--- src/rtl/prbs9_pkg.sv ---
`default_nettype none
// +--------------------------------------------------------------------------+
// | Module      : prbs9_pkg                                                  |
// | Description : Shared PRBS9 constants (x^9 + x^5 + 1), the per-clock      |
// |               action decode type and the LFSR step function. The BER     |
// |               checker imports PRBS9_PERIOD for its sync window.          |
// | Revision    : 1.0 - initial release                                      |
// +--------------------------------------------------------------------------+
package prbs9_pkg;

   localparam int PRBS9_LEN    = 9;
   localparam int PRBS9_PERIOD = 511;

   // Feedback taps as register bit positions: x^9 -> bit 8, x^5 -> bit 4.
   localparam int PRBS9_TAP_HI = 8;
   localparam int PRBS9_TAP_LO = 4;

   localparam logic [PRBS9_LEN-1:0] PRBS9_DEFAULT_SEED = 9'h1AA;

   typedef logic [PRBS9_LEN-1:0] prbs9_state_t;

   // What the generator does on a given clock, already priority-resolved.
   typedef enum logic [1:0] {
      PRBS9_ACT_LOAD   = 2'd0,
      PRBS9_ACT_HOLD   = 2'd1,
      PRBS9_ACT_COUNT  = 2'd2,
      PRBS9_ACT_STROBE = 2'd3
   } prbs9_action_t;

   // One Fibonacci step: shift left, feedback enters at bit 0.
   function automatic prbs9_state_t prbs9_step(input prbs9_state_t s);
      return {s[PRBS9_LEN-2:0], s[PRBS9_TAP_HI] ^ s[PRBS9_TAP_LO]};
   endfunction

endpackage
`default_nettype wire

--- src/rtl/prbs9_lfsr.sv ---
`default_nettype none
// +--------------------------------------------------------------------------+
// | Module      : prbs9_lfsr                                                 |
// | Description : PRBS9 state register with step, seed load and zero-seed    |
// |               substitution. The all-zero state is unreachable because    |
// |               a zero seed is replaced by SEED on load.                   |
// | Ports       : clock       - rising-edge clock                            |
// |               i_reset     - asynchronous reset, active low               |
// |               i_advance   - step the register this clock                 |
// |               i_load      - load seed (wins over i_advance)              |
// |               i_seed      - seed value for i_load                        |
// |               o_msb       - current bit 8, the bit emitted on next step  |
// |               o_load_zero - i_load is active with an all-zero seed       |
// | Revision    : 1.0 - initial release                                      |
// +--------------------------------------------------------------------------+
module prbs9_lfsr
   import prbs9_pkg::*;
#(
   parameter logic [PRBS9_LEN-1:0] SEED = PRBS9_DEFAULT_SEED
) (
   input  logic                 clock,
   input  logic                 i_reset,
   input  logic                 i_advance,
   input  logic                 i_load,
   input  logic [PRBS9_LEN-1:0] i_seed,
   output logic                 o_msb,
   output logic                 o_load_zero
);

   prbs9_state_t lfsr_q;
   prbs9_state_t lfsr_d;
   logic         w_seed_zero;

   assign w_seed_zero = (i_seed == '0);

   always_comb begin
      lfsr_d = lfsr_q;
      if (i_load) begin
         lfsr_d = w_seed_zero ? SEED : i_seed;
      end else if (i_advance) begin
         lfsr_d = prbs9_step(lfsr_q);
      end
   end

   always_ff @(posedge clock or negedge i_reset) begin
      if (!i_reset) begin
         lfsr_q <= SEED;
      end else begin
         lfsr_q <= lfsr_d;
      end
   end

   assign o_msb       = lfsr_q[PRBS9_TAP_HI];
   assign o_load_zero = i_load & w_seed_zero;

endmodule
`default_nettype wire

--- src/rtl/prbs9_gen.sv ---
`default_nettype none
// +--------------------------------------------------------------------------+
// | Module      : prbs9_gen                                                  |
// | Description : PRBS9 pattern source for the BER measurement path. Emits   |
// |               one registered bit every OS clocks, marks the first bit    |
// |               of each 511-bit period and flags zero-seed loads.          |
// | Ports       : clock          - rising-edge clock                         |
// |               i_reset        - asynchronous reset, active low            |
// |               i_enable       - 1 = run divider / LFSR, 0 = freeze        |
// |               i_load         - synchronous seed load                     |
// |               i_seed         - seed applied on i_load                    |
// |               o_bit          - current PRBS bit, stable between strobes  |
// |               o_valid        - one-clock pulse marking a new o_bit       |
// |               o_period_start - with o_valid on bit 1 of each period      |
// |               o_seed_err     - pulse when i_load sees i_seed == 0        |
// | Revision    : 1.0 - initial release                                      |
// +--------------------------------------------------------------------------+
module prbs9_gen
   import prbs9_pkg::*;
#(
   parameter int unsigned          OS   = 4,
   parameter logic [PRBS9_LEN-1:0] SEED = PRBS9_DEFAULT_SEED
) (
   input  logic                 clock,
   input  logic                 i_reset,
   input  logic                 i_enable,
   input  logic                 i_load,
   input  logic [PRBS9_LEN-1:0] i_seed,
   output logic                 o_bit,
   output logic                 o_valid,
   output logic                 o_period_start,
   output logic                 o_seed_err
);

   // Divider needs at least one bit even when OS == 1 (it then stays at 0).
   localparam int DIV_W = (OS > 1) ? $clog2(OS) : 1;

   localparam logic [DIV_W-1:0] C_DIV_LAST = DIV_W'(OS - 1);
   localparam logic [8:0]       C_IDX_LAST = 9'(PRBS9_PERIOD - 1);

   logic [DIV_W-1:0] div_q, div_d;
   logic [8:0]       idx_q, idx_d;
   logic             bit_q, bit_d;
   logic             valid_q, valid_d;
   logic             period_start_q, period_start_d;
   logic             seed_err_q, seed_err_d;

   prbs9_action_t    w_action;
   logic             w_advance;
   logic             w_lfsr_msb;
   logic             w_load_zero;

   // Priority: load, then freeze, then divider count, then strobe. A load
   // coincident with a strobe therefore swallows that strobe.
   always_comb begin
      if (i_load) begin
         w_action = PRBS9_ACT_LOAD;
      end else if (!i_enable) begin
         w_action = PRBS9_ACT_HOLD;
      end else if (div_q != C_DIV_LAST) begin
         w_action = PRBS9_ACT_COUNT;
      end else begin
         w_action = PRBS9_ACT_STROBE;
      end
   end

   assign w_advance = (w_action == PRBS9_ACT_STROBE);

   prbs9_lfsr #(
      .SEED (SEED)
   ) u_lfsr (
      .clock       (clock),
      .i_reset     (i_reset),
      .i_advance   (w_advance),
      .i_load      (i_load),
      .i_seed      (i_seed),
      .o_msb       (w_lfsr_msb),
      .o_load_zero (w_load_zero)
   );

   always_comb begin
      div_d          = div_q;
      idx_d          = idx_q;
      bit_d          = bit_q;
      valid_d        = 1'b0;
      period_start_d = 1'b0;
      seed_err_d     = 1'b0;

      unique case (w_action)
         PRBS9_ACT_LOAD: begin
            div_d      = '0;
            idx_d      = '0;
            seed_err_d = w_load_zero;
         end
         PRBS9_ACT_HOLD: begin
            // div is kept so the symbol phase resumes where it stopped.
         end
         PRBS9_ACT_COUNT: begin
            div_d = div_q + DIV_W'(1);
         end
         PRBS9_ACT_STROBE: begin
            div_d          = '0;
            bit_d          = w_lfsr_msb;
            valid_d        = 1'b1;
            period_start_d = (idx_q == '0);
            idx_d          = (idx_q == C_IDX_LAST) ? 9'd0 : idx_q + 9'd1;
         end
         default: begin
         end
      endcase
   end

   always_ff @(posedge clock or negedge i_reset) begin
      if (!i_reset) begin
         div_q          <= '0;
         idx_q          <= '0;
         bit_q          <= 1'b0;
         valid_q        <= 1'b0;
         period_start_q <= 1'b0;
         seed_err_q     <= 1'b0;
      end else begin
         div_q          <= div_d;
         idx_q          <= idx_d;
         bit_q          <= bit_d;
         valid_q        <= valid_d;
         period_start_q <= period_start_d;
         seed_err_q     <= seed_err_d;
      end
   end

   assign o_bit          = bit_q;
   assign o_valid        = valid_q;
   assign o_period_start = period_start_q;
   assign o_seed_err     = seed_err_q;

endmodule
`default_nettype wire

--- config.mk ---
export PLATFORM = sky130hd
export DESIGN_NAME = prbs9_gen
export DESIGN_NICKNAME = d
export VERILOG_FILES = /design/src/rtl/prbs9_pkg.sv /design/src/rtl/prbs9_lfsr.sv /design/src/rtl/prbs9_gen.sv
export SDC_FILE = /design/constraint.sdc
export NUM_CORES = 1
export LEC_CHECK = 0
export ABC_AREA = 1
export BUFFER_PORTS_ARGS = -buffer_cell sky130_fd_sc_hd__buf_4
export CORE_UTILIZATION = 30
export CTS_CLUSTER_SIZE = 20
export DETAILED_ROUTE_END_ITERATION = 6
export PLACE_DENSITY = 0.5
export SLEW_MARGIN = 20
export SYNTH_ARGS = -nofsm -noshare
export SYNTH_HDL_FRONTEND = slang
export SYNTH_SLANG_ARGS = --single-unit
--- constraint.sdc ---
create_clock -name clock -period 4.24 [get_ports clock]
set_input_delay 0.636 -clock clock [delete_from_list [all_inputs] [get_ports clock]]
set_output_delay 0.636 -clock clock [all_outputs]
set_load 0.03 [all_outputs]
; After elaboration in Yosys (flattened, before gate mapping)
; Index checks and enable logic that the tools add are counted.
; W data, S select, Z words.
[totals]
reg_bits = 24
out_inout_bits = 4
inputBits = 13
wordCells = 34
[op_classes]
n_eq_ne = 4
n_reduce_logical = 7
n_addsub = 2
mux = 12
bitwise = 2
[ops]
columns = cell, n
row1 = $mux W9, 4
row2 = $logic_not A9 Y1, 2
row3 = $pmux W9 S2, 1
row4 = $add A9 B1 Y9 const B, 1
row5 = $eq A9 B9 Y1 const B, 1
row6 = $reduce_bool A2 Y1, 3
row7 = $eq A2 B2 Y1 const B, 2
row8 = $mux W1, 4
row9 = $mux W2, 2
row10 = $pmux W2 S2, 1
row11 = $add A2 B1 Y2 const B, 1
row12 = $logic_not A2 Y1, 1
row13 = $ne A2 B2 Y1 const B, 1
row14 = $reduce_or A2 Y1, 1
row15 = $and A1 B1 Y1, 1
row16 = $xor A1 B1 Y1, 1

; Depth between registers and ports, before layout
; Gate-level depths: netlist of the first run.
[depth]
depth_word = 7
ltp_mapped = 12
depth_no_buf = 11

; Modules after synthesis
; Synthesis of the first run repeated with hierarchy kept, for this count alone.
[unflattened]
cells_unflattened = 176
area_unflattened_um2 = 1407.6
[by_module_without_submodules]
columns = mod, area_per_inst_um2, cells_each, instances, seq_area_each_um2
row1 = prbs9_gen, 882.1, 110, 1, 375.4
row2 = prbs9_lfsr, 525.5, 66, 1, 231.5

; Least setup slack after synthesis of the first run
; Ideal clock, no wire load.
[synth_path]
kind = input to register
startpoint = in i_load
endpoint = reg idx_q[4]
arrival_time_ns = 1.923
stages = 10
path_slack_ns = 2.194
path_cell_list = inv_1 buf_2 o21ai_0 inv_1 ha_1 inv_2 nand2_4 nor2_4 xor2_1 nor2_1
[synth_between]
elab_chain_cells = 3
word_cells_on_any_way = 5
cone_classes = eq/ne (1) / mux (2) / reduce/logical (2)
[synth_rtl]
columns = item, line
row1 = start: declaration, prbs9_gen.sv:27  ; input logic i_load,
row2 = $mux W2 *, prbs9_gen.sv:56  ; if (i_load) begin
row3 = $eq A2 B2 Y1 or $logic_not A2 Y1 (tied branches), prbs9_gen.sv:89  ; unique case (w_action)
row4 = $pmux W9 S2 or $reduce_bool A2 Y1 (tied branches), --
row5 = end signal: assignment, prbs9_gen.sv:123  ; idx_q <= idx_d;
row6 = end: declaration, prbs9_gen.sv:42  ; logic [8:0] idx_q, idx_d;
; Every way passes the cells marked *; elsewhere a longest branch is shown, timed or not.
; A chain may end at the register's enable or synchronous reset.

; Worst setup path in the final report of the first run
; Ends and elaborated chain as after synthesis.

==> impl_results.rst, run 1 <==
.. list-table::
   :header-rows: 1

   * - Metric
     - Value
   * - Status
     - finished, final reports clean
   * - CTS tree
     - yes
   * - Type of destination of the critical path
     - flop
   * - CTS sink cnt
     - 24
   * - Post-CTS sizing
     - 0
   * - Post-route clock period utilization
     - 0.502
   * - Total gr overflow
     - 0
   * - Hold violation total from the final report
     - 0
   * - Final instance area
     - 1580 sq um
   * - Final setup viols
     - 0
   * - Maximum vdd ir drop
     - 110 uV
   * - Placed standard-cell area
     - 1520 sq um
   * - Number of buffers created by CTS
     - 3
   * - Floorplan die width
     - 69.3 um
   * - Max-cap violation count
     - 0
   * - Postcts setup bufs
     - 0
   * - Reported leakage power
     - 0.764 nW
   * - Startpoint types
     - primary input
   * - Simple-Gate Fraction of Synth Area
     - 0.293
   * - Total met3 wirelength after detailed routing
     - 45 um
   * - Final wirelength
     - 2660 um
   * - Share of synthesized area spent on multiplexers
     - 0
   * - Average wire length per cell after detail routing
     - 11.0 um
   * - Post-synthesis adder-cell area fraction
     - 0.0645
   * - Number of nets in the final layout
     - 210
   * - Setup skew after layout
     - 7.78 ps
   * - Total routed wire length on the met1 layer
     - 1410 um
   * - Number of unique standard cell types used by synthesis
     - 26
   * - Root buffer selected by CTS
     - sky130_fd_sc_hd__clkbuf_8
   * - DRT antenna net count
     - 0
   * - Combinational family with the most area after synthesis
     - simple AND/OR/NAND/NOR gates
   * - Seq/Total Area, Yosys
     - 0.447
   * - Top Ports
     - 17
   * - Antenna violations before repair
     - 0
   * - Net count after synthesis
     - 192
   * - Maximum clock frequency
     - 0.470 GHz
   * - Ant diodes
     - 0
   * - Largest net degree at the start of global routing
     - 25
   * - Port Buffers
     - 16
   * - Total vias in the final route
     - 1,069
   * - Synthesis Warnings
     - 0
   * - Number of global-route vias before repair
     - 1,064
   * - Starting Density
     - 0.312
   * - DR iter-0 viols
     - 54
   * - DR pass1 iterations
     - 4
   * - Routability Congestion
     - 0.870
   * - Endpoint required time on the critical path
     - 4390 ps
   * - Post-Synthesis Mean Instance Area
     - 7.90 sq um
   * - Aggregate global-route resource usage
     - 0.119
   * - Unrepaired setup endpoints after global routing
     - false
   * - PnR worst setup slack
     - 2110 ps
   * - Worst hold-check path type
     - primary input to async pin
   * - Cell Pwr Density
     - 311 nW/um^2
   * - Final period demand of the worst path
     - 2130 ps
   * - Highest metal layer with signal wires
     - met4
   * - Number of levels in the clock H-tree
     - 1
   * - Number of register bits inferred by synthesis
     - 24
   * - Placeable core region
     - 4350 sq um
   * - Clock latency on the worst-skew pair
     - 260 ps
   * - Worst max-slew margin expressed relative to the limit
     - 0.769
   * - DRC violations left
     - 0
   * - Via density per instance
     - 4.44
   * - Number of placement rows
     - 24
   * - Worst setup path class
     - primary input to flop
   * - XOR/XNOR Fraction of Synth Area
     - 0.0193
   * - Hold_buf cts
     - 0
   * - Max Root-Sink Buffers
     - 2
   * - Clk pin slew, worst setup/hold paths
     - 90 ps
   * - HPWL after detailed placement
     - 2080 um
   * - Worst slack after detailed placement
     - 1820 ps
   * - Synthesis-to-finish area growth
     - 16.2%
   * - Die ar.
     - 4800 sq um
   * - Height of the die
     - 69.3 um
   * - Routed length on met2
     - 1180 um
   * - Final Max Slew Viols
     - 0
   * - Share of layout cells above drive strength 1
     - 0.190
   * - Cell area after synthesis
     - 1360 sq um
   * - First-pass GRT wire length
     - 4700 um
   * - Fraction of the mapped netlist area in compound gates
     - 0.0930
   * - Setup TNS after final layout
     - 0 ps
   * - Highest fanout seen on the critical path
     - 12
   * - Data arrival time of the worst path
     - 2280 ps
   * - Pin slew with the least headroom to its limit
     - 346 ps
   * - Number of instances in the synthesized netlist
     - 172
[sequential cells by signal (all words and copies together) (netlist names)]
name,cells
o_bit,1
o_period_start,1
idx_q,9
o_valid,1
o_seed_err,1
div_q,2
u_lfsr.lfsr_q,9
[synthesized netlist by cell type (all sizes together)]
cell type,count,share of area
nand2,42,0.13
nor2,30,0.096
inv,25,0.069
dfrtp,19,0.35
nand3,13,0.048
a21oi,7,0.037
ha,7,0.064
o21ai,6,0.022
dfstp,5,0.097
nand4,4,0.018
o22ai,3,0.014
xor2,3,0.019
a31oi,2,0.0092
buf,2,0.012
clkbuf,1,0.0028
nor3,1,0.0037
o21a,1,0.0055
o21bai,1,0.0055
[path summary, 6_finish.rpt]
path / from / end / slack [ps] / cells past startpoint
worst max-delay path: i_load / idx_q[4] / 2110 / 10
worst min-delay path: i_reset / o_valid / 260 / 1
worst max register to register: div_q[0] / idx_q[4] / 2180 / 9
worst min register to register: u_lfsr.lfsr_q[6] / u_lfsr.lfsr_q[7] / 520 / 2
max in group asynchronous: i_reset / u_lfsr.lfsr_q[1] / 3690 / 1
min in group clock: u_lfsr.lfsr_q[6] / u_lfsr.lfsr_q[7] / 520 / 2
[cells by family after synthesis]
kind of cell             Yosys count
AND/OR/NAND/NOR                   90
buffers and inverters             28
flip-flops                        24
AO/OA/AOI/OAI                     20
adder cells (fa/ha/maj)            7
XOR/XNOR                           3
[worst max-delay path: stages]
cell                      delay (ps)
sky130_fd_sc_hd__buf_4           150
sky130_fd_sc_hd__inv_1           240
sky130_fd_sc_hd__o21ai_0         190
sky130_fd_sc_hd__inv_1           110
sky130_fd_sc_hd__ha_1            310
sky130_fd_sc_hd__inv_2           190
sky130_fd_sc_hd__nand2_4          80
sky130_fd_sc_hd__nor2_4          140
sky130_fd_sc_hd__xor2_1          160
sky130_fd_sc_hd__nor2_1           60
[metal layers]
layer,global-route usage,vias up
li1,-,575
met1,0.164,481
met2,0.194,11
met3,0.0116,2
met4,0.0408,0
met5,0,-
[cell usage in the layout, fill, tap and decap left out]
master                      n
sky130_fd_sc_hd__a21oi_4    1
sky130_fd_sc_hd__o22ai_1    3
sky130_fd_sc_hd__ha_1       7
sky130_fd_sc_hd__o21bai_1   1
sky130_fd_sc_hd__nand2_4    1
sky130_fd_sc_hd__nor2_1    27
sky130_fd_sc_hd__nand3_1   13
sky130_fd_sc_hd__nor3_1     1
sky130_fd_sc_hd__inv_1     23
sky130_fd_sc_hd__nand2_1   38
sky130_fd_sc_hd__nor2_2     1
sky130_fd_sc_hd__nor2_4     2
sky130_fd_sc_hd__dfrtp_1   19
sky130_fd_sc_hd__o21ai_0    6
sky130_fd_sc_hd__o21a_1     1
sky130_fd_sc_hd__a31oi_1    2
sky130_fd_sc_hd__clkbuf_8   4
sky130_fd_sc_hd__a21oi_1    5
sky130_fd_sc_hd__buf_4     16
sky130_fd_sc_hd__dfstp_2    5
sky130_fd_sc_hd__nand2_2    3
sky130_fd_sc_hd__a21oi_2    1
sky130_fd_sc_hd__xor2_1     3
sky130_fd_sc_hd__nand4_1    4
sky130_fd_sc_hd__inv_2      2
[final cells by class]
class                      instances  area [sq um]
timing repair buffer              16           120
multi-input combinational        120           638
tap                               52          65.1
sequential                        24           607
fill                             461          2780
inverter                          25          93.8
clock buffer                       4          55.1
[per-stage QoR]
stage / std cells / total power, mW / utilization / hold WS [ps]
6_report: 241 / 0.490 / 0.363 / 257
5_1_grt: 241 / 0.517 / 0.363 / 275
4_1_cts: 241 / 0.497 / 0.363 / 274
3_5_place_dp: 237 / 0.343 / 0.350 / 501
3_3_place_gp: 237 / 0.342 / 0.350 / 501
2_1_floorplan: 172 / 0.312 / - / 340
[power breakdown]
part	internal [mW]	switching [mW]	leakage (nW)	total [mW]
Sequential	0.249	0.0103	0.304	0.259
Combinational	0.0300	0.0481	0.431	0.0780
Clock	0.0827	0.0707	0.0288	0.153
Note: power is estimated with default switching activity, not from simulation.
==> run 2: changes to the inputs <==
Clock period 4.24 ns to 2.15 ns, I/O delays scaled along.
==> impl_results.rst, run 2 (synthesized netlist as in run 1, its figures left out) <==
.. list-table::
   :header-rows: 1

   * - Metric
     - Value
   * - Net switching component of the power
     - 260 uW
   * - Setup TNS after final layout
     - 0 ps
   * - Start of the worst register-to-register path
     - div_q[0]
   * - Number of nets in the final layout
     - 214
   * - CTS sink cnt
     - 24
   * - Share of layout cells above drive strength 1
     - 0.197
   * - Number of placement rows
     - 24
   * - Reported leakage power
     - 0.777 nW
   * - Max-cap violation count
     - 0
   * - Top Ports
     - 17
   * - Status
     - finished, final reports clean
   * - Worst setup path class
     - flop to flop
   * - Aggregate global-route resource usage
     - 0.123
   * - First-pass GRT wire length
     - 4860 um
   * - DR iter-0 viols
     - 49
   * - Logic pwr share
     - 0.167
   * - Maximum clock frequency
     - 0.534 GHz
   * - Clock group share of total power
     - 0.295
   * - Worst hold-check path type
     - primary input to flop
   * - Cell Pwr Density
     - 592 nW/um^2
   * - Switching part of the total
     - 0.275
   * - Most common cell on crit path
     - sky130_fd_sc_hd__nand2_1
   * - Final wirelength
     - 2640 um
   * - Number of levels in the clock H-tree
     - 1
   * - Internal power
     - 687 uW
   * - Largest net degree at the start of global routing
     - 25
   * - PnR worst setup slack
     - 277 ps
   * - Number of global-route vias before repair
     - 1,128
   * - Clock latency on the worst-skew pair
     - 270 ps
   * - Maximum vdd ir drop
     - 198 uV
   * - CTS tree
     - yes
   * - Clk pin slew, worst setup/hold paths
     - 90 ps
   * - Slowest CP cell
     - sky130_fd_sc_hd__dfrtp_1
   * - HPWL after detailed placement
     - 2010 um
   * - DR pass1 iterations
     - 4
   * - Starting Density
     - 0.312
   * - Number of buffers created by CTS
     - 3
   * - Cells along the critical path
     - ha_1, o21ai_1, inv_1, ha_1, inv_2, nand2_4, nor2_4, nand2_1, nand2_1, nand2_1, nor2_1
   * - DRC violations left
     - 0
   * - Setup slack of the most critical reg-to-reg path
     - 280 ps
   * - Length in cells of the worst reg-to-reg path
     - 11
   * - Startpoint types
     - flop
   * - Average wire length per cell after detail routing
     - 10.8 um
   * - Total vias in the final route
     - 1,139
   * - Data arrival time of the worst path
     - 2080 ps
   * - Utilization after layout
     - 0.368
   * - Routability Congestion
     - 0.870
   * - Final setup viols
     - 0
   * - Endpoint of the worst register-to-register path
     - idx_q[6]
   * - Total gr overflow
     - 0
   * - Type of destination of the critical path
     - flop
   * - Post-route clock period utilization
     - 0.871
   * - Number of fill cells
     - 436
   * - Port Buffers
     - 16
   * - Launch point of the worst hold path
     - i_seed[6]
   * - Placeable core region
     - 4350 sq um
   * - Endpoint required time on the critical path
     - 2360 ps
   * - Worst min-delay path endpoint
     - u_lfsr.lfsr_q[6]
   * - Final period demand of the worst path
     - 1870 ps
   * - Biggest cell delay along the critical path
     - 400 ps
   * - Floorplan die width
     - 69.3 um
   * - Via density per instance
     - 4.65
   * - Highest fanout seen on the critical path
     - 9
   * - Height of the die
     - 69.3 um
   * - Worst max-slew margin expressed relative to the limit
     - 0.795
   * - Largest registers
     - idx_q (9), u_lfsr.lfsr_q (9), div_q (2)
   * - Pin slew with the least headroom to its limit
     - 308 ps
   * - Min-Delay Path Depth
     - 3
   * - Die ar.
     - 4800 sq um
   * - DRT antenna net count
     - 0
   * - Flop pwr share
     - 0.538
   * - Antenna violations before repair
     - 0
   * - Root buffer selected by CTS
     - sky130_fd_sc_hd__clkbuf_8
   * - Setup skew after layout
     - 4.52 ps
   * - Unrepaired setup endpoints after global routing
     - false
   * - Highest-count cells in the layout ignoring fill and taps
     - 38 x sky130_fd_sc_hd__nand2_1, 27 x sky130_fd_sc_hd__nor2_1, 23 x sky130_fd_sc_hd__inv_1
   * - Final Max Slew Viols
     - 0
   * - Ant diodes
     - 0
   * - Worst slack after detailed placement
     - 197 ps
   * - Synthesis-to-finish area growth
     - 17.9%
   * - Postcts setup bufs
     - 0
   * - WP buf/inv
     - 2
   * - Hold violation total from the final report
     - 0
   * - Family with the most delay on the worst path
     - adder cells
   * - Most common library cell in the layout ignoring fill and taps
     - sky130_fd_sc_hd__nand2_1
   * - Max Root-Sink Buffers
     - 2
-- run 2: area by class of cell --
cell class / instances / area (sq um) / area share
Clock buffer: 4 / 45.0 / 0.0281
Timing Repair Buffer: 20 / 153 / 0.0953
Tap cell: 52 / 65.1 / 0.0406
Inverter: 25 / 93.8 / 0.0586
Multi-Input combinational cell: 120 / 638 / 0.398
Sequential cell: 24 / 607 / 0.379
-- run 2: worst register-to-register path: stages, from the launching register on --
cell and delay (ps):
sky130_fd_sc_hd__dfrtp_1 400, sky130_fd_sc_hd__ha_1 190, sky130_fd_sc_hd__o21ai_1 180, sky130_fd_sc_hd__inv_1 80, sky130_fd_sc_hd__ha_1 330, sky130_fd_sc_hd__inv_2 150, sky130_fd_sc_hd__nand2_4 80, sky130_fd_sc_hd__nor2_4 130
sky130_fd_sc_hd__nand2_1 70, sky130_fd_sc_hd__nand2_1 60, sky130_fd_sc_hd__nand2_1 50, sky130_fd_sc_hd__nor2_1 90
-- run 2: per-layer routing --
metal / global-route usage / share of wire / vias to the layer above
met5: 0 / 0 / -
met4: 0.0635 / 0.023 / 0
met3: 0.0116 / 0.023 / 5
met2: 0.186 / 0.42 / 20
met1: 0.175 / 0.53 / 522
li1: - / - / 592
-- run 2: repair_timing --
item | 4_1_cts | 5_1_grt
setup endpoints to repair | 0 | 2
resized for setup | 0 | 1
hold buffers | 1 | 0
endpoints found under the hold margin | 19 | 0
-- run 2: power by group through the flow --
stage	clock network, mW	logic, mW	registers (mW)
2_1_floorplan	0	0.0888	0.526
3_5_place_dp	0	0.158	0.519
6_report	0.279	0.159	0.510
4_1_cts	0.289	0.160	0.510
3_3_place_gp	0	0.157	0.517
5_1_grt	0.303	0.182	0.515
-- run 2: through the flow --
step                power (mW)  hold WS, ps  cell area [sq um]  cells
floorplan                0.615         26.9               1360    172
global placement         0.674          239               1550    240
detailed placement       0.677          240               1550    240
CTS                      0.960          302               1600    245
global route              1.00          304               1600    245
finish                   0.948          308               1600    245
-- run 2: worst max-delay path by stage --
| stage | startpoint | to | depth (start not counted) |
|---|---|---|---|
| 3_5_place_dp | div_q[0] | idx_q[6] | 11 |
| 2_1_floorplan | div_q[0] | idx_q[4] | 9 |
| 6_report | div_q[0] | idx_q[6] | 11 |
| 4_1_cts | div_q[0] | idx_q[6] | 11 |
| 3_3_place_gp | div_q[0] | idx_q[4] | 9 |
| 5_1_grt | div_q[0] | idx_q[8] | 11 |
==> run 3: changes to the inputs <==
Settings changed: RECOVER_POWER set to 25.
==> impl_results.rst, run 3 (synthesized netlist as in run 1, its figures left out) <==
.. list-table::
   :header-rows: 1

   * - Metric
     - Value
   * - Worst max-slew margin expressed relative to the limit
     - 0.145
   * - Number of fill cells
     - 437
   * - Maximum clock frequency
     - 0.534 GHz
   * - Total vias in the final route
     - 1,139
   * - Final wirelength
     - 2640 um
   * - Root buffer selected by CTS
     - sky130_fd_sc_hd__clkbuf_8
   * - Max-cap violation count
     - 0
   * - Aggregate global-route resource usage
     - 0.123
   * - Final Non-Filler Cells
     - 245
   * - Largest net degree at the start of global routing
     - 25
   * - Unrepaired setup endpoints after global routing
     - false
   * - Post-route clock period utilization
     - 0.871
   * - Utilization after layout
     - 0.367
   * - Port Buffers
     - 16
   * - Placeable core region
     - 4350 sq um
   * - Worst setup path class
     - flop to flop
   * - Via density per instance
     - 4.65
   * - Routability Congestion
     - 0.870
   * - Floorplan die width
     - 69.3 um
   * - Worst hold-check path type
     - primary input to flop
   * - Ant diodes
     - 0
   * - Startpoint types
     - flop
   * - Data arrival time of the worst path
     - 2080 ps
   * - Setup TNS after final layout
     - 0 ps
   * - Most common library cell in the layout ignoring fill and taps
     - sky130_fd_sc_hd__nand2_1
   * - Hold violation total from the final report
     - 0
   * - DRT antenna net count
     - 0
   * - Biggest cell delay along the critical path
     - 400 ps
   * - DRC violations left
     - 0
   * - Antenna violations before repair
     - 0
   * - Die ar.
     - 4800 sq um
   * - Share of layout cells above drive strength 1
     - 0.192
   * - Cell Pwr Density
     - 593 nW/um^2
   * - Cell Count Post-Placement
     - 240
   * - Type of destination of the critical path
     - flop
   * - Worst slack after detailed placement
     - 197 ps
   * - Pin slew with the least headroom to its limit
     - 1280 ps
   * - Number of buffers created by CTS
     - 3
   * - HPWL after detailed placement
     - 2010 um
   * - Slowest CP cell
     - sky130_fd_sc_hd__dfrtp_1
   * - DR pass1 iterations
     - 4
   * - Number of global-route vias before repair
     - 1,128
   * - Number of placement rows
     - 24
   * - Status
     - finished, final reports clean
   * - Max Root-Sink Buffers
     - 2
   * - Synthesis-to-finish area growth
     - 17.6%
   * - Highest-count cells in the layout ignoring fill and taps
     - 38 x sky130_fd_sc_hd__nand2_1, 27 x sky130_fd_sc_hd__nor2_1, 23 x sky130_fd_sc_hd__inv_1
   * - Highest fanout seen on the critical path
     - 9
   * - Min-Delay Path Depth
     - 3
   * - Number of nets in the final layout
     - 214
   * - DR iter-0 viols
     - 49
   * - Average wire length per cell after detail routing
     - 10.8 um
   * - Total gr overflow
     - 0
   * - CTS sink cnt
     - 24
   * - Final setup viols
     - 0
   * - First-pass GRT wire length
     - 4860 um
   * - Clock latency on the worst-skew pair
     - 270 ps
   * - PnR worst setup slack
     - 277 ps
   * - Length in cells of the worst reg-to-reg path
     - 11
   * - Number of levels in the clock H-tree
     - 1
   * - Top Ports
     - 17
   * - Final Max Slew Viols
     - 0
   * - Cells along the critical path
     - ha_1, o21ai_1, inv_1, ha_1, inv_2, nand2_4, nor2_4, nand2_1, nand2_1, nand2_1, nor2_1
   * - Height of the die
     - 69.3 um
   * - Reported leakage power
     - 0.773 nW
   * - Largest registers
     - idx_q (9), u_lfsr.lfsr_q (9), div_q (2)
   * - CTS tree
     - yes
   * - Setup skew after layout
     - 4.52 ps
   * - Starting Density
     - 0.312
   * - Postcts setup bufs
     - 0
   * - Endpoint required time on the critical path
     - 2360 ps
   * - Maximum vdd ir drop
     - 198 uV
   * - Most common cell on crit path
     - sky130_fd_sc_hd__nand2_1
   * - Clk pin slew, worst setup/hold paths
     - 90 ps
   * - Final period demand of the worst path
     - 1870 ps
[run 3: cell count changes in the layout (fill, tap and decap cells not counted), sizes merged]
| cell | change |
|---|---|
| buf | -1 |
| clkbuf | +1 |
[run 3: critical path: cells and delay by family (launching register included)]
family / cells / cell delay (ps)
AOI/OAI and AO/OA: 1 / 180
adders and majority gates: 2 / 520
buffers and inverters: 2 / 230
and+or+nand+nor: 6 / 480
DFF: 1 / 400
[run 3: final cells by class]
cell class	count	area, sq um	share of cell area
clock buffer	4	45.0	0.0282
inverter	25	93.8	0.0587
multi-input combinational	120	638	0.399
sequential	24	607	0.380
tap	52	65.1	0.0407
timing repair buffer	20	149	0.0932
[run 3: worst paths after layout]
path	start	end	slack (ps)
min in group asynchronous	i_reset	u_lfsr.lfsr_q[6]	850
hold reg to reg	u_lfsr.lfsr_q[6]	u_lfsr.lfsr_q[7]	520
max in group asynchronous	i_reset	o_seed_err	540
hold / removal	i_seed[6]	u_lfsr.lfsr_q[6]	310
setup reg to reg	div_q[0]	idx_q[6]	280
setup / recovery	div_q[0]	idx_q[6]	280
[run 3: repair_timing]
item                       in CTS  in global routing
hold endpoints to repair       19                  0
hold buffers                    1                  0
setup endpoints to repair       0                  2
resized for setup               0                  1
[run 3: power breakdown]
part	internal [mW]	switching, mW	total (mW)
Clock	0.133	0.147	0.279
Sequential	0.490	0.0196	0.510
Combinational	0.0637	0.0939	0.158
Total	0.687	0.260	0.947
[run 3: through the flow]
step / hold slack (ps) / power, mW / area, sq um
after floorplan: 26.9 / 0.615 / 1360
after global placement: 239 / 0.674 / 1550
after detailed placement: 240 / 0.677 / 1550
after CTS: 302 / 0.960 / 1600
after global routing: 304 / 0.999 / 1600
final: 307 / 0.947 / 1600
[run 3: layer usage]
metal  track usage  share of wire
met3        0.0116          0.023
met5             0              0
met2         0.186           0.42
met1         0.175           0.53
met4        0.0635          0.023
